<file path="config.mk">
export PLATFORM = sky130hd
export DESIGN_NAME = program_counter
export DESIGN_NICKNAME = d
export VERILOG_FILES = /design/src/rtl/pc_pkg.sv /design/src/rtl/return_stack.sv /design/src/rtl/program_counter.sv
export SDC_FILE = /design/constraint.sdc
export NUM_CORES = 1
export LEC_CHECK = 0
export CAP_MARGIN = 25
export CORE_MARGIN = 2
export CORE_UTILIZATION = 45
export CTS_CLUSTER_SIZE = 24
export DETAILED_ROUTE_END_ITERATION = 10
export GPL_TIMING_DRIVEN = 0
export PLACE_DENSITY_LB_ADDON = 0.12
export SLEW_MARGIN = 20
export SYNTH_ARGS = -nofsm -noshare
export SYNTH_HDL_FRONTEND = slang
export SYNTH_SLANG_ARGS = --single-unit
</file>
<file path="constraint.sdc">
create_clock -name clock -period 3.77 [get_ports clock]
set_input_delay 0.377 -clock clock [delete_from_list [all_inputs] [get_ports clock]]
set_output_delay 0.377 -clock clock [all_outputs]
set_load 0.05 [all_outputs]
</file>
<file path="src/rtl/pc_pkg.sv">
// Shared definitions for the program counter: default sizes, the per-cycle
// operation encoding and the priority decoder that selects one operation.
package pc_pkg;

    localparam int unsigned PC_WIDTH = 16;
    localparam int unsigned PC_DEPTH = 4;

    typedef enum logic [2:0] {
        OP_HOLD  = 3'd0,
        OP_INC   = 3'd1,
        OP_LOAD  = 3'd2,
        OP_CALL  = 3'd3,
        OP_RET   = 3'd4,
        OP_CLEAR = 3'd5
    } pc_op_t;

    // Priority: clear > ret > call > load > inc > hold.
    // With no return stack, ret is dropped so the next lower request applies.
    function automatic pc_op_t pc_decode(
        input logic clear,
        input logic ret,
        input logic call,
        input logic load,
        input logic inc,
        input logic stack_en
    );
        pc_op_t op;
        op = OP_HOLD;
        if (clear)                 op = OP_CLEAR;
        else if (ret && stack_en)  op = OP_RET;
        else if (call)             op = OP_CALL;
        else if (load)             op = OP_LOAD;
        else if (inc)              op = OP_INC;
        return op;
    endfunction

endpackage

</file>
<file path="src/rtl/return_stack.sv">
// LIFO of return addresses for program_counter.
// Ports:
//   clock, reset_n : clock and async active-low reset (resets depth only)
//   clr            : synchronous empty
//   push, push_data: write push_data on top (ignored when full)
//   pop            : drop top entry (ignored when empty); pop wins over push
//   top_c          : current top entry (combinational read of storage)
//   depth          : registered live entry count
//   full_c, empty_c: combinational status derived from depth
module return_stack #(
    parameter int unsigned N     = 16,
    parameter int unsigned DEPTH = 4
) (
    input  logic                       clock,
    input  logic                       reset_n,
    input  logic                       clr,
    input  logic                       push,
    input  logic [N-1:0]               push_data,
    input  logic                       pop,
    output logic [N-1:0]               top_c,
    output logic [$clog2(DEPTH+1)-1:0] depth,
    output logic                       full_c,
    output logic                       empty_c
);

    localparam int unsigned DW = $clog2(DEPTH + 1);
    localparam int unsigned AW = (DEPTH > 1) ? $clog2(DEPTH) : 1;

    logic [N-1:0]  r_mem [DEPTH];
    logic [DW-1:0] r_depth;
    logic [AW-1:0] w_top_idx;
    logic [AW-1:0] w_wr_idx;
    logic          w_do_push;
    logic          w_do_pop;

    assign full_c    = (r_depth == DW'(DEPTH));
    assign empty_c   = (r_depth == '0);
    assign w_do_pop  = pop && !empty_c;
    assign w_do_push = push && !pop && !full_c;

    // Indices are only meaningful when the guarded operation is legal.
    assign w_top_idx = empty_c ? '0 : AW'(r_depth - DW'(1));
    assign w_wr_idx  = full_c  ? '0 : AW'(r_depth);
    assign top_c     = r_mem[w_top_idx];
    assign depth     = r_depth;

    // Entry count.
    always_ff @(posedge clock or negedge reset_n) begin
        if (!reset_n) begin
            r_depth <= '0;
        end else if (clr) begin
            r_depth <= '0;
        end else if (w_do_pop) begin
            r_depth <= r_depth - DW'(1);
        end else if (w_do_push) begin
            r_depth <= r_depth + DW'(1);
        end
    end

    // Storage is not reset; only entries below depth are ever read.
    always_ff @(posedge clock) begin
        if (w_do_push && !clr) begin
            r_mem[w_wr_idx] <= push_data;
        end
    end

endmodule

</file>
<file path="src/rtl/program_counter.sv">
// Program counter with optional return-address stack.
// Build option: define PROGRAM_COUNTER_STACK_EN to include the return stack;
// otherwise call acts as load, ret is ignored and depth/overflow/underflow are 0.
// Ports:
//   clock, reset_n : rising-edge clock, async active-low reset
//   in             : jump/call target
//   load/inc/clear/call/ret : operation requests (priority in pc_decode)
//   out            : registered current address
//   depth          : live stack entries (registered)
//   overflow       : sticky, call while stack full
//   underflow      : sticky, ret while stack empty
module program_counter
    import pc_pkg::*;
#(
    parameter int unsigned N     = PC_WIDTH,
    parameter int unsigned DEPTH = PC_DEPTH
) (
    input  logic                       clock,
    input  logic                       reset_n,
    input  logic [N-1:0]               in,
    input  logic                       load,
    input  logic                       inc,
    input  logic                       clear,
    input  logic                       call,
    input  logic                       ret,
    output logic [N-1:0]               out,
    output logic [$clog2(DEPTH+1)-1:0] depth,
    output logic                       overflow,
    output logic                       underflow
);

    localparam int unsigned DW = $clog2(DEPTH + 1);

    pc_op_t       w_op;
    logic [N-1:0] r_out;
    logic [N-1:0] w_out_nxt;
    logic [N-1:0] w_out_inc;
    logic         r_ovf;
    logic         w_ovf_nxt;
    logic         r_unf;
    logic         w_unf_nxt;

`ifdef PROGRAM_COUNTER_STACK_EN
    localparam logic STACK_EN = 1'b1;
`else
    localparam logic STACK_EN = 1'b0;
`endif

    assign w_op      = pc_decode(clear, ret, call, load, inc, STACK_EN);
    assign w_out_inc = r_out + N'(1);

`ifdef PROGRAM_COUNTER_STACK_EN
    logic [N-1:0]  w_top;
    logic [DW-1:0] w_depth;
    logic          w_full;
    logic          w_empty;

    // Return address is the incremented current address.
    return_stack #(
        .N     (N),
        .DEPTH (DEPTH)
    ) u_return_stack (
        .clock     (clock),
        .reset_n   (reset_n),
        .clr       (w_op == OP_CLEAR),
        .push      (w_op == OP_CALL),
        .push_data (w_out_inc),
        .pop       (w_op == OP_RET),
        .top_c     (w_top),
        .depth     (w_depth),
        .full_c    (w_full),
        .empty_c   (w_empty)
    );

    assign depth = w_depth;
`else
    assign depth = DW'(0);
`endif

    // Next address and sticky flags for the selected operation.
    always_comb begin
        w_out_nxt = r_out;
        w_ovf_nxt = r_ovf;
        w_unf_nxt = r_unf;
        case (w_op)
            OP_CLEAR: begin
                w_out_nxt = '0;
                w_ovf_nxt = 1'b0;
                w_unf_nxt = 1'b0;
            end
`ifdef PROGRAM_COUNTER_STACK_EN
            OP_RET: begin
                if (w_empty) w_unf_nxt = 1'b1;
                else         w_out_nxt = w_top;
            end
            OP_CALL: begin
                w_out_nxt = in;
                if (w_full) w_ovf_nxt = 1'b1;
            end
`else
            OP_CALL: w_out_nxt = in;
`endif
            OP_LOAD: w_out_nxt = in;
            OP_INC:  w_out_nxt = w_out_inc;
            default: w_out_nxt = r_out;
        endcase
    end

    // Address and flag registers.
    always_ff @(posedge clock or negedge reset_n) begin
        if (!reset_n) begin
            r_out <= '0;
            r_ovf <= 1'b0;
            r_unf <= 1'b0;
        end else begin
            r_out <= w_out_nxt;
            r_ovf <= w_ovf_nxt;
            r_unf <= w_unf_nxt;
        end
    end

    assign out       = r_out;
    assign overflow  = STACK_EN & r_ovf;
    assign underflow = STACK_EN & r_unf;

endmodule

</file>
==> results of run 1 <==
-- worst max-delay path, delay by kind of cell --
kind                   cells  cell delay (ns)
AO/OA/AOI/OAI              2             0.50
buffers and inverters      1             0.48
AND/OR/NAND/NOR            2             0.90
-- power breakdown --
group | internal [mW] | leakage (nW) | switching [mW]
clock network | 0.0588 | 0.0210 | 0.0589
logic | 0.0562 | 0.340 | 0.0821
registers | 0.181 | 0.214 | 0.0133
-- worst paths after layout --
| kind | start | cells past startpoint | slack (ns) | endpoint |
|---|---|---|---|---|
| worst min register to register | out[15] | 2 | 0.57 | out[15] |
| worst max register to register | out[3] | 4 | 2.00 | out[15] |
| min in group asynchronous | reset_n | 1 | 0.51 | out[10] |
| max in group asynchronous | reset_n | 1 | 2.81 | out[9] |
| worst min-delay path | inc | 3 | 0.48 | out[0] |
| worst max-delay path | load | 5 | 1.71 | out[10] |
-- synthesized netlist by cell type (2+ instances only) --
| library cell | n |
|---|---|
| or4_1 | 2 |
| a211oi_1 | 2 |
| a22oi_1 | 2 |
| nand3_1 | 7 |
| a21oi_1 | 14 |
| a221oi_1 | 2 |
| nand2_1 | 15 |
| dfrtp_1 | 16 |
| nor4_1 | 5 |
| a31o_2 | 2 |
| o21ai_0 | 5 |
| o21ai_1 | 2 |
| clkbuf_1 | 3 |
| buf_4 | 6 |
| xnor2_1 | 3 |
| o2bb2ai_1 | 3 |
| nor3_1 | 2 |
| nand4_1 | 5 |
| nor2_1 | 10 |
-- stage by stage --
step                      instance area [µm²]  worst slack (ns)   util  std cells  total power [mW]
after detailed placement                 1460              1.44  0.658        192             0.336
after global routing                     1490              1.64  0.675        196             0.472
final                                    1490              1.71  0.675        196             0.450
after floorplan                          1060              1.79      -        128             0.279
after CTS                                1490              1.74  0.675        196             0.455
after global placement                   1460              1.43  0.658        192             0.333
-- area by class of cell --
type | count | area, µm² | share of cell area
buffer | 10 | 61.3 | 0.0411
clock buffer | 4 | 36.3 | 0.0243
inverter | 1 | 3.75 | 0.00251
timing repair buffer | 36 | 360 | 0.241
tap | 28 | 35.0 | 0.0235
multi-input combinational | 101 | 596 | 0.399
sequential | 16 | 400 | 0.268
-- cells by family (layout without fill, tap and decap cells) --
kind of cell / Yosys count / after routing / share of synthesized area
adders and majority gates: 1 / 1 / 0.0120
and+or+nand+nor: 50 / 50 / 0.244
AOI/OAI and AO/OA: 41 / 41 / 0.262
DFF: 16 / 16 / 0.383
xor gates and xnor gates: 4 / 4 / 0.0335
buffers and inverters: 11 / 51 / 0.0622
other: 1 / 5 / 0.00359
-- layer usage --
| metal | routed length [µm] | vias up |
|---|---|---|
| met5 | 0 | - |
| met4 | 36 | 0 |
| met3 | 250 | 6 |
| met2 | 1340 | 70 |
| met1 | 1210 | 558 |
| li1 | - | 555 |
==> reports/qor.yml, run 1 <==
finalSetupViolCount: 0
initial_core_util: 0.473
synth_top_cell_area_share: 0.383
die_w_um: 52.2
grt_setup_unrepaired: "false"
wl_per_cell_um: 14.5
timing.setup.tns_ns: 0
min_path_type: "primary input to register"
cp_cell_sequence: "clkdlybuf4s50_1, nor3_2, nand2_1, a41o_1, a22o_1"
postCtsSetupBuffers: 0
root_buffer: "clkbuf_4"
final_common_cell: "clkdlybuf4s50_1"
vias: 1189
yosys_warnings: 0
grt_use_met3: 0.0457
max_cap_violations: 0
h-tree-depth: 1
drt-total-wl_mm: 2.84
cts-buffers-inserted: 3
grt_use_total: 0.221
cts_tree: "built"
crit_path_end_kind: "register"
max_stage_delay_ns: 0.55
syn_inst: 124
ctsHoldBuffers: 0
p_per_area_mw_per_mm2: 302
cts_buffer_depth: 2
post_cts_resize_count: 0
fill_cells: 209
num_rows: 17
ant_nets: 0
whs_ns: 0.480
p_leak_nw: 0.574
ios: 44
synth_top_cell_by_area: "dfrtp_1"
drv_slew: 0
largest_register_ffs: 16
peakVddDrop_mv: 0.224
critPathLaunchType: "primary input"
top_usage_layer: "met2"
slew_headroom: 0.515
gr-usage-met1: 0.301
crit_required_ns: 3.96
path_clk_slew_ns: 0.10
final.min_clock_period_ns: 2.06
drive_gt1_frac: 0.101
seq_area_frac_synth: 0.383
dominantRegCellSynth: "dfrtp_1"
fin_skew_ns: 0.00219
drc: 0
cts_sinks: 16
diodes: 0
die_area_mm2: 0.00273
grt_pass1_vias: 1022
first_pass_iters: 4
overflow: 0
fmax_mhz: 485
worst_pin_slew_ns: 0.725
place_hpwl_mm: 2.13
crit_path_top_delay_cell: "nor3_2"
status: "finished clean"
crit_type: "primary input to register"
synthTopCellsByArea: "dfrtp_1, a21oi_1, nand2_1"
area_growth_pct: 42.7
clock_latency_ns: 0.29
hold_violations: 0
viasPerCell: 6.07
synth-seq-cells: 16
coreArea_mm2: 0.00221
synth_cell_types: 37
die_height_um: 52.2
grt_max_degree: 17
syn_area_mm2: 0.00105
arrival_ns: 2.25
async_flop_share: 1.00
fin_crit_sh: 0.547
fin_nets: 193
gp_congestion: 0.837
mostFrequentLayoutCells: "clkdlybuf4s50_1, dfrtp_1, nand2_1, a21oi_1, nor2_1"
antenna_found_initial: 0
grt_first_pass_wirelength_mm: 4.54
port_buffers: 36
use_met2: 0.352
path_max_fanout: 10
drt_iter0_drc: 40
syn_avg_cell_area_um2: 8.44
synth-edff-count: 0
No activity file was read; power rests on OpenSTA's default activity.
==> inputs of run 2 (changes only) <==
Settings changed: CORE_UTILIZATION 45 to 38.
Clock period 3.77 ns to 1.7 ns, I/O delays scaled along.
==> run 2 against run 1 <==
Against the previous run:
- first-iteration DRC count decreased by 25%
- critical path depth did not move
- power up 120%
- clock skew is 0.00097 ns higher
- wire length increased by 11%
==> reports/qor.yml, run 2 (synthesis results as in run 1) <==
status: "finished clean"  # unchanged
max_stage_delay_ns: 0.53  # was 0.55 ns
ctsHoldBuffers: 0  # unchanged
fill_cells: 248  # was 209
cts-buffers-inserted: 3  # unchanged
reg2reg_slack_ns: 0.07  # was 2.00 ns
slew_headroom: 0.504  # was 0.515
area_growth_pct: 55.6  # was 42.7%
fin_crit_sh: 0.971
peakVddDrop_mv: 0.440  # was 0.224 mV
drive_gt1_frac: 0.249  # was 0.101
drc: 0  # unchanged
place_hpwl_mm: 2.23  # was 2.13 mm
die_w_um: 56.5  # was 52.2 µm
crit_type: "primary input to register"  # unchanged
worstHoldStart: "clear"  # was inc
grt_max_degree: 17  # unchanged
grt_use_total: 0.197  # was 0.221
cts_buffer_depth: 2  # unchanged
cts_sinks: 16  # unchanged
min_path_type: "primary input to register"  # unchanged
viasPerCell: 5.77  # was 6.07
grt_first_pass_wirelength_mm: 4.98  # was 4.54 mm
wl_per_cell_um: 15.1  # was 14.5 µm
crit_required_ns: 1.94  # was 3.96 ns
path_buf_inv: 2  # was 1
clock_latency_ns: 0.29  # about the same
overflow: 0  # unchanged
num_rows: 19  # was 17
fmax_mhz: 606
diodes: 0  # unchanged
drv_slew: 0  # unchanged
crit_family: "simple AND/OR/NAND/NOR gates"  # unchanged
cp.depth: 5  # unchanged
antenna_found_initial: 0  # unchanged
coreArea_mm2: 0.00269  # was 0.00221 mm²
hold_violations: 0  # unchanged
r2r-end: "out[15]"  # unchanged
first_pass_iters: 4  # unchanged
power_mw: 1.01  # was 450 µW
grt_pass1_vias: 1061  # was 1022
drt_iter0_drc: 30  # was 40
crit_path_top_delay_cell: "or4_1"  # was nor3_2
vias: 1200  # was 1189
ant_nets: 0  # unchanged
worst_pin_slew_ns: 0.742  # was 0.725 ns
max_cap_violations: 0  # unchanged
final_common_cell: "clkdlybuf4s50_1"  # unchanged
r2r_start: "out[4]"  # was out[3]
postLayoutCellArea_mm2: 0.00163  # was 0.00149 mm²
mostFrequentLayoutCells: "clkdlybuf4s50_1, buf_4, nand2_1, a21oi_1, dlygate4sd2_1"  # was clkdlybuf4s50_1, dfrtp_1, nand2_1, a21oi_1, nor2_1
p_per_area_mw_per_mm2: 621  # was 302 mW/mm²
final.min_clock_period_ns: 1.65
fin_skew_ns: 0.00316  # was 0.00219 ns
h-tree-depth: 1  # unchanged
cts_tree: "built"  # unchanged
whs_endpoint: "out[0]"  # unchanged
dpl_cell_area_mm2: 0.00148  # was 0.00146 mm²
arrival_ns: 1.89  # was 2.25 ns
place_ws_ns: -0.462  # was 1.44 ns
gp_congestion: 0.890  # was 0.837
die_area_mm2: 0.00319  # was 0.00273 mm²
setup_slack_ns: 0.0489  # was 1.71 ns
p_leak_nw: 0.743  # was 0.574 nW
largest_register_ffs: 16  # unchanged
initial_core_util: 0.389  # was 0.473
path_clk_slew_ns: 0.10  # about the same
hold_path_depth: 2  # was 3
port_buffers: 36  # unchanged
critPathLaunchType: "primary input"  # unchanged
fin_nets: 202  # was 193
finalSetupViolCount: 0  # unchanged
whs_ns: 0.254  # was 0.480 ns
cp_cell_sequence: "clkdlybuf4s50_1, or3_1, clkbuf_1, or4_1, nand3_1"  # was clkdlybuf4s50_1, nor3_2, nand2_1, a41o_1, a22o_1
reg2reg_depth: 4  # unchanged
root_buffer: "clkbuf_4"  # unchanged
ios: 44  # unchanged
path_max_fanout: 7  # was 10
drt-total-wl_mm: 3.14  # was 2.84 mm
timing.setup.tns_ns: 0  # unchanged
crit_path_end_kind: "register"  # unchanged
die_height_um: 56.5  # was 52.2 µm
==> run 2: worst reg2reg max path, cell delays in order, from the launching register on <==
cell and delay, ns:
dfrtp_2 0.43, nand3_4 0.11, or4_4 0.54, or4_1 0.40, nand3_1 0.10
==> run 2: how the worst max path moves through the flow <==
stage	endpoint	from	slack, ns
2_1_floorplan	out[15]	out[3]	-0.07
3_3_place_gp	out[10]	load	-0.42
3_5_place_dp	out[10]	load	-0.46
4_1_cts	out[9]	out[9]	0.002
5_1_grt	out[15]	call	-0.03
6_report	out[15]	call	0.05
==> run 2: area by class of cell <==
type,instances,area [µm²],area share
Buffer,10,63.8,0.0392
Multi-Input combinational cell,101,644,0.396
Sequential cell,16,412,0.253
Inverter,1,3.75,0.00231
Tap cell,31,38.8,0.0238
Timing Repair Buffer,45,429,0.264
Clock buffer,4,36.3,0.0223
==> run 2: repair_timing <==
| item | CTS | global route |
|---|---|---|
| endpoints found under the setup margin | 13 | 11 |
| setup buffers | 0 | 9 |
| pin swaps | 0 | 3 |
| gates resized for setup | 13 | 15 |
| gates cloned | 0 | 0 |
==> run 2: layer usage <==
layer / up-vias / GRT usage / wire length [µm] / part of all wire
li1: 573 / - / - / -
met4: 0 / 0.0680 / 65 / 0.021
met3: 7 / 0.0392 / 222 / 0.071
met5: - / 0 / 0 / 0
met2: 52 / 0.297 / 1430 / 0.46
met1: 568 / 0.281 / 1420 / 0.45
==> run 2: per-stage QoR <==
stage	utilization	std cells
3_5_place_dp	0.551	195
3_3_place_gp	0.551	195
6_report	0.606	208
2_1_floorplan	-	128
5_1_grt	0.606	208
4_1_cts	0.562	199
==> run 2: where the power goes <==
group / internal, mW / total, mW / leakage [nW] / switching, mW
Clock: 0.131 / 0.259 / 0.0210 / 0.128
Sequential: 0.403 / 0.434 / 0.200 / 0.0307
Combinational: 0.126 / 0.318 / 0.522 / 0.192
==> inputs of run 3 (changes only) <==
Settings changed: RECOVER_POWER from default to 100, SKIP_CTS_REPAIR_TIMING from default to 1.
==> run 3 against run 2 <==
Against the previous run:
- final area fell by 2.4%
- die area did not move
- first-iteration DRC count rose by 3.3%
- setup slack improved by 0.0015 ns
- clock skew barely moved
- final cell count fell by 0.48%
- critical endpoint unchanged
- highest routed layer unchanged
==> reports/qor.yml, run 3 (synthesis results as in run 1) <==
place_ws_ns: -0.462  # unchanged
highest_layer: "met4"  # unchanged
die_area_mm2: 0.00319  # unchanged
drc: 0  # unchanged
worst_pin_slew_ns: 0.745  # was 0.742 ns
hold_path_depth: 2  # unchanged
ant_nets: 0  # unchanged
worstHoldStart: "clear"  # unchanged
drv_slew: 0  # unchanged
min_path_type: "primary input to register"  # unchanged
grt_setup_unrepaired: "false"
area_growth_pct: 51.9  # was 55.6%
route.met2.wl_mm: 1.55  # was 1.43 mm
setup_slack_ns: 0.0504  # was 0.0489 ns
gp_congestion: 0.890  # unchanged
mostFrequentLayoutCells: "clkdlybuf4s50_1, buf_4, a21oi_1, nand2_1"  # was clkdlybuf4s50_1, buf_4, nand2_1, a21oi_1, dlygate4sd2_1
diodes: 0  # unchanged
finalSetupViolCount: 0  # unchanged
initial_core_util: 0.389  # unchanged
ios: 44  # unchanged
hold_violations: 0  # unchanged
final.min_clock_period_ns: 1.65  # about the same
place_hpwl_mm: 2.23  # unchanged
reg2reg_depth: 4  # unchanged
fin_crit_sh: 0.970  # was 0.971
overflow: 0  # unchanged
max_cap_violations: 0  # unchanged
antenna_found_initial: 0  # unchanged
crit_required_ns: 1.94  # about the same
h-tree-depth: 1  # unchanged
fin_skew_ns: 0.00335  # was 0.00316 ns
grt_max_degree: 17  # unchanged
cts_buffer_depth: 2  # unchanged
r2r-end: "out[15]"  # unchanged
peakVddDrop_mv: 0.439  # was 0.440 mV
grt_first_pass_wirelength_mm: 4.97  # was 4.98 mm
drt-total-wl_mm: 3.19  # was 3.14 mm
path_clk_slew_ns: 0.10  # about the same
r2r_start: "out[4]"  # unchanged
whs_endpoint: "out[0]"  # unchanged
die_height_um: 56.5  # unchanged
grt_use_total: 0.197  # about the same
drt_iter0_drc: 31  # was 30
wl_per_cell_um: 15.4  # was 15.1 µm
coreArea_mm2: 0.00269  # unchanged
slew_headroom: 0.502  # was 0.504
grt_pass1_vias: 1057  # was 1061
cts-buffers-inserted: 3  # unchanged
drive_gt1_frac: 0.256  # was 0.249
vias: 1219  # was 1200
timing.setup.tns_ns: 0  # unchanged
final_common_cell: "clkdlybuf4s50_1"  # unchanged
clock_latency_ns: 0.29  # about the same
fin_nets: 201  # was 202
cts_tree: "built"  # unchanged
arrival_ns: 1.89  # about the same
port_buffers: 36  # unchanged
status: "finished clean"  # unchanged
critPathLaunchType: "primary input"  # unchanged
path_max_fanout: 7  # unchanged
power_mw: 1.01  # about the same
crit_type: "primary input to register"  # unchanged
cts_sinks: 16  # unchanged
p_leak_nw: 0.706  # was 0.743 nW
crit_path_end_kind: "register"  # unchanged
reg2reg_slack_ns: 0.05  # was 0.07 ns
largest_register_ffs: 16  # unchanged
viasPerCell: 5.89  # was 5.77
root_buffer: "clkbuf_4"  # unchanged
num_rows: 19  # unchanged
first_pass_iters: 4  # unchanged
routed-wl-met3_um: 202  # was 222 µm
die_w_um: 56.5  # unchanged
utilization: 0.592  # was 0.606
wl_met1_mm: 1.40  # was 1.42 mm
p_per_area_mw_per_mm2: 634  # was 621 mW/mm²
fmax_mhz: 606  # about the same
==> run 3: how the worst max path moves through the flow <==
| stage | from | to | slack, ns |
|---|---|---|---|
| 3_3_place_gp | load | out[10] | -0.42 |
| 4_1_cts | load | out[10] | -0.15 |
| 5_1_grt | out[3] | out[15] | 0.001 |
| 2_1_floorplan | out[3] | out[15] | -0.07 |
| 3_5_place_dp | load | out[10] | -0.46 |
| 6_report | call | out[15] | 0.05 |
==> run 3: area by class of cell <==
class / count / area [µm²]
Timing Repair Buffer: 44 / 384
Fill cell: 254 / 1100
Multi-Input combinational cell: 101 / 651
Tap cell: 31 / 38.8
Buffer: 10 / 63.8
Inverter: 1 / 3.75
Sequential cell: 16 / 412
Clock buffer: 4 / 36.3
==> run 3: through the flow <==
step,instances,hold slack [ns],area [µm²]
2_1_floorplan,128,-0.126,1080
3_3_place_gp,195,0.526,1480
3_5_place_dp,195,0.559,1480
4_1_cts,199,0.287,1520
5_1_grt,207,0.281,1590
6_report,207,0.251,1590
==> run 3: critical path: stages <==
cell and delay, ns:
clkdlybuf4s50_1 0.51, or3_1 0.38, clkbuf_1 0.20, or4_4 0.53, nand3_1 0.09
==> run 3: where the power goes <==
| part | switching (mW) | total (mW) | leakage [nW] | internal, mW |
|---|---|---|---|---|
| Clock | 0.131 | 0.261 | 0.0210 | 0.131 |
| Sequential | 0.0317 | 0.435 | 0.200 | 0.403 |
| Combinational | 0.191 | 0.311 | 0.485 | 0.120 |
| Total | 0.353 | 1.01 | 0.706 | 0.654 |
==> run 3: per-layer routing <==
metal	global-route usage	vias up
li1	-	573
met1	0.280	593
met2	0.296	48
met3	0.0392	5
met4	0.0680	0
met5	0	-
==> edit 1, RTL diff (settings of run 2) <==
Set the localparam `STACK_EN` to 1'b1 (it was 1'b0).
--- a/src/rtl/program_counter.sv
+++ b/src/rtl/program_counter.sv
@@ -44,5 +44,5 @@
     localparam logic STACK_EN = 1'b1;
 `else
-    localparam logic STACK_EN = 1'b0;
+    localparam logic STACK_EN = 1'b1;
 `endif
 
Function: changed (a bounded check fails within 4 cycles, from zero or initial values and one cycle with reset_n low).
==> edit 1 against run 2 <==
The run now ends with negative setup slack left. Clock power shrank 13%. Setup slack worse by 58 ps. Sequential power up 5.8%. Power up 2.8%. Area after synthesis grew 5.6%. Synthesized cell count shrank 3.2%. Via count is 3.7% lower. Cell area is 0.85% higher. Sequential cell count did not move. Routed wire length down 0.16%. Critical endpoint is now out[12]. Largest cell class unchanged.
==> edit 1: results (changes against run 2) <==
final_layout:
  number_of_ordinary_inverters_in_the_final_layout: 3  # +2
  num-fill-cells: 256  # +3.2%
  multiInputCombCellCount: 97  # -4.0%
  layout_cells_sized_above_1_pct: 25.1  # +0.29 points
  multiInputGateArea_um2: 678  # +5.2%
  area_share_nonclk_buffers_pct: 28.6  # -1.7 points
  storage_cell_area_um2: 418  # +1.5%
  clock_area_share_pct: 1.60  # -0.63 points
detailed_routing:
  via_per_inst: 5.72  # -0.81%
  detail_route.wirelength.met1_um: 1360  # -4.1%
  met3_wire_length_um: 182  # -18%
  drt-total-wl_um: 3140  # -0.16%
sta:
  worst_slack_ps: -8.62  # -57.5 ps
  worst_skew_ps: 2.11  # -1.05 ps
  max_slew.worst_pin.slew_ps: 783  # +41.4 ps
  setup_violations: 2  # +2
synth:
  ys_top_cells_by_area: "dfrtp_1, nand3_1, a221o_1, buf_4, nor2_1"
  synth_fa_ha_area_share_pct: 1.13  # -0.064 points
  yosysUniqueCellTypes: 40  # +8.1%
  netlist_top_cells_count: "dfrtp_1, nand3_1, nor2_1, o21ai_0"
  synth_seq_area_share_pct: 36.2  # -2.0 points
  post_synth_xor_area_fraction_pct: 2.38  # -0.97 points
  synth_compound_area_share_pct: 18.1  # -8.1 points
clocking:
  post-cts-setup-buffer-count: 1  # +1
  cts.repair.resized: 12  # -1
critical_path:
  highest_net_fanout_along_the_worst_path: 8  # +1
  arrival_ps: 1940  # +50 ps
  worstSetupStartpoint: "load"
  ff2ff_path_depth: 5  # +1
  r2r_end: "out[8]"
grt:
  grt_first_pass_wirelength_um: 5100  # +2.4%
  groute.layer.met2.usage_pct: 33.9  # +4.2 points
  first_global_vias: 1120  # +5.6%
  use_met1_pct: 25.4  # -2.7 points
  groute.layer.met3.usage_pct: 2.90  # -1.0 points
  grt_use_total_pct: 20.0  # +0.29 points
power:
  swShare_pct: 38.5  # +3.9 points
  clkPwrFrac_pct: 21.8  # -3.8 points
  power_density_mw_per_mm2: 633  # +2.0%
  peakVddDrop_v: 0.000418  # -4.8%
  static-leakage-power_nw: 0.766  # +3.1%
placement:
  detailedPlacementHpwl_um: 2280  # +2.5%
  placement.io_buffers: 37  # +2.8%
  gp_congestion: 0.796  # -11%
status:
  status: "complete, but fails checks"
  violations_in_the_final_reports: "negative setup slack"
==> edit 1: critical path: stages <==
cell	delay [ps]
clkdlybuf4s50_1	530
or2_2	370
a21oi_1	550
a32oi_1	200
nand3_1	120
==> edit 1: metrics by stage <==
stage | std cells | cell area [um^2] | setup TNS [ps] | worst slack (ps) | hold WS [ps]
6_report | 202 | 1640 | -14.5 | -8.62 | 323
4_1_cts | 197 | 1590 | -17.5 | -17.5 | 337
3_3_place_gp | 192 | 1560 | -4030 | -372 | 538
2_1_floorplan | 124 | 1150 | -1.39 | -1.39 | -126
5_1_grt | 202 | 1640 | -332 | -93.5 | 371
3_5_place_dp | 192 | 1560 | -4440 | -438 | 541
==> edit 1: kinds of logic (layout without fill, tap and decap cells) <==
family | Yosys count | in the layout
simple gates | 61 | 61
compound gates | 26 | 26
flops | 16 | 16
buf+inv | 11 | 58
xor+xnor | 3 | 3
fa+ha+maj | 1 | 1
other cells | 1 | 5
mux | 1 | 1
==> edit 2, RTL diff (flow settings as in run 2) <==
Made on the original files. Put a register stage on the outputs `overflow` and `underflow`, cleared by the reset. The values now appear one clock later. The other outputs are not delayed to match.
--- a/src/rtl/program_counter.sv
+++ b/src/rtl/program_counter.sv
@@ -121,6 +121,13 @@
 
     assign out       = r_out;
-    assign overflow  = STACK_EN & r_ovf;
-    assign underflow = STACK_EN & r_unf;
+    always_ff @(posedge clock or negedge reset_n) begin
+        if (!reset_n) begin
+            overflow  <= '0;
+            underflow <= '0;
+        end else begin
+            overflow  <= STACK_EN & r_ovf;
+            underflow <= STACK_EN & r_unf;
+        end
+    end
 
 endmodule
Function: kept (equiv_simple and equiv_induct, registers matched by name and starting in step).
==> edit 2 against run 2 <==
The flow now finishes with violations (negative setup slack). Maximum frequency is 4.3% lower. Power down 1.5%. First-iteration DRC count decreased by 80%. Routed wire length down 18%. Non-clock buffer count shrank 4. Setup slack lost 75 ps. Cell area shrank 7.6%. Clock power decreased by 16%. Clock skew shrank 1.8 ps. Die area shrank 5.9%. Highest routed layer unchanged. Sequential cell count is the same. Via count fell by 19%. Combinational power increased by 4%. Area after synthesis decreased by 6.3%.
==> edit 2: results (changes against run 2) <==
status:
  violations_in_the_final_reports: "negative setup slack"
  status: "complete, but fails checks"
synth:
  synth_compound_area_share_pct: 14.8  # -11 points
  ys_top_cells_by_area: "dfrtp_1, a211oi_1, xnor2_1, nor2_1, buf_4"
  post_synth_xor_area_fraction_pct: 8.94  # +5.6 points
  yosysUniqueCellTypes: 28  # -24%
  synth_seq_area_share_pct: 40.9  # +2.6 points
  netlist_top_cells_count: "dfrtp_1, nor2_1, a211oi_1, xnor2_1"
  yosys-mux-area-fraction_pct: 2.04  # +2.0 points
  synth_fa_ha_area_share_pct: 1.28  # +0.081 points
  asyncSetResetFlopFracSynth_pct: 100  # unchanged
  synth-main-ff-cell: "dfrtp_1"
final_layout:
  fin_nets: 179  # -11%
  largest_reg_flops: 16  # unchanged
  layout_cells_sized_above_1_pct: 19.5  # -5.4 points
placement:
  gp_congestion: 0.791  # -11%
  placement.io_buffers: 35  # -2.8%
  dpl-instance-area_mm2: 0.00140  # -5.7%
  detailedPlacementHpwl_um: 1790  # -20%
  place_ws_ps: -98.3  # +364 ps
critical_path:
  arrival_ps: 1920  # +30 ps
  highest_net_fanout_along_the_worst_path: 10  # +3
grt:
  first_global_vias: 912  # -14%
  grt_first_pass_wirelength_um: 4150  # -17%
  grt_use_total_pct: 19.6  # -0.17 points
sta:
  setup_violations: 1  # +1
  worst_slack_ps: -26.0  # -74.9 ps
  max_slew.worst_pin.slew_ps: 784  # +42.4 ps
  totalNegativeSetupSlack_ps: -26.0  # -26.0 ps
  worst_skew_ps: 1.34  # -1.82 ps
power:
  switchingPower_uw: 365  # +4.4%
  static-leakage-power_nw: 0.675  # -9.2%
  peakVddDrop_v: 0.000388  # -12%
detailed_routing:
  avgRoutedWirePerCell_um: 13.9  # -7.8%
  detailroute.via_count: 974  # -19%
  drt_iter0_markers: 6  # -80%
hold_path:
  worst_hold_path.num_cells: 3  # +1
## edit 2: changes by cell type in the layout (fill, tap and decap cells not counted), moves of 4 or more
cell                  run 2  this run
a211oi_1                  2        11
a21oi_1                  14         0
buf_4                    15        11
clkbuf_1                  1         5
dlygate4sd2_1            11         7
nand2_1                  14         2
nor2_1                   10        16
nor4_1                    2         6
o21ai_0                   5         1
xnor2_1                   3         7
## edit 2: path summary, 6_finish.rpt
| kind | end | slack (ps) | start |
|---|---|---|---|
| setup / recovery | out[15] | -30 | out[3] |
| hold / removal | out[0] | 230 | inc |
| setup reg to reg | out[15] | -30 | out[3] |
| hold reg to reg | out[14] | 600 | out[14] |
| max in group asynchronous | out[5] | 830 | reset_n |
| min in group asynchronous | out[9] | 330 | reset_n |
## edit 2: cell families (layout without fill, tap and decap cells)
family	Yosys count	after routing
simple gates	43	43
compound gates	19	19
flops	16	16
buf+inv	14	58
xor+xnor	10	10
mux	2	2
fa+ha+maj	1	1
other cells	1	5
## edit 2: final cells by class
cell class                      instances  area (um^2)
Buffer                                 11         65.1
Timing Repair Buffer                   40          394
Clock buffer                            4         26.3
Tap cell                               30         37.5
Fill cell                             212          951
Inverter                                3         11.3
Sequential cell                        16          410
Multi-Input combinational cell         80          559
## edit 2: repair_timing
item                                    CTS  global route
setup buffers                             5             0
resized for setup                        10            12
pin swaps                                 1             0
endpoints found under the setup margin   10            10
## edit 2: worst max-delay path, cell delays in order (launching register included)
cell      delay, ps
dfrtp_2         430
nand2_4         100
or3_4           400
or4_4           480
a311oi_2        240
## edit 2: routing by layer
metal | vias to the layer above | share of wire (%) | track usage (%)
met5 | - | 0 | 0
met1 | 462 | 47 | 27.2
li1 | 481 | - | -
met3 | 2 | 5.2 | 2.46
met2 | 29 | 47 | 30.4
met4 | 0 | 0.62 | 7.92
## edit 2: power groups by stage
| stage | Clock, mW | Sequential (mW) | Combinational [mW] |
|---|---|---|---|
| 2_1_floorplan | 0 | 0.542 | 0.109 |
| 3_3_place_gp | 0 | 0.453 | 0.323 |
| 3_5_place_dp | 0 | 0.454 | 0.326 |
| 4_1_cts | 0.224 | 0.446 | 0.333 |
| 5_1_grt | 0.241 | 0.454 | 0.353 |
| 6_report | 0.218 | 0.448 | 0.331 |
## edit 2: through the flow
stage | hold slack, ps | util, % | cells
6_report | 232 | 61.3 | 184
5_1_grt | 235 | 61.3 | 184
4_1_cts | 228 | 59.7 | 184
3_5_place_dp | 539 | 56.8 | 175
3_3_place_gp | 529 | 56.8 | 175
2_1_floorplan | -126 | - | 110
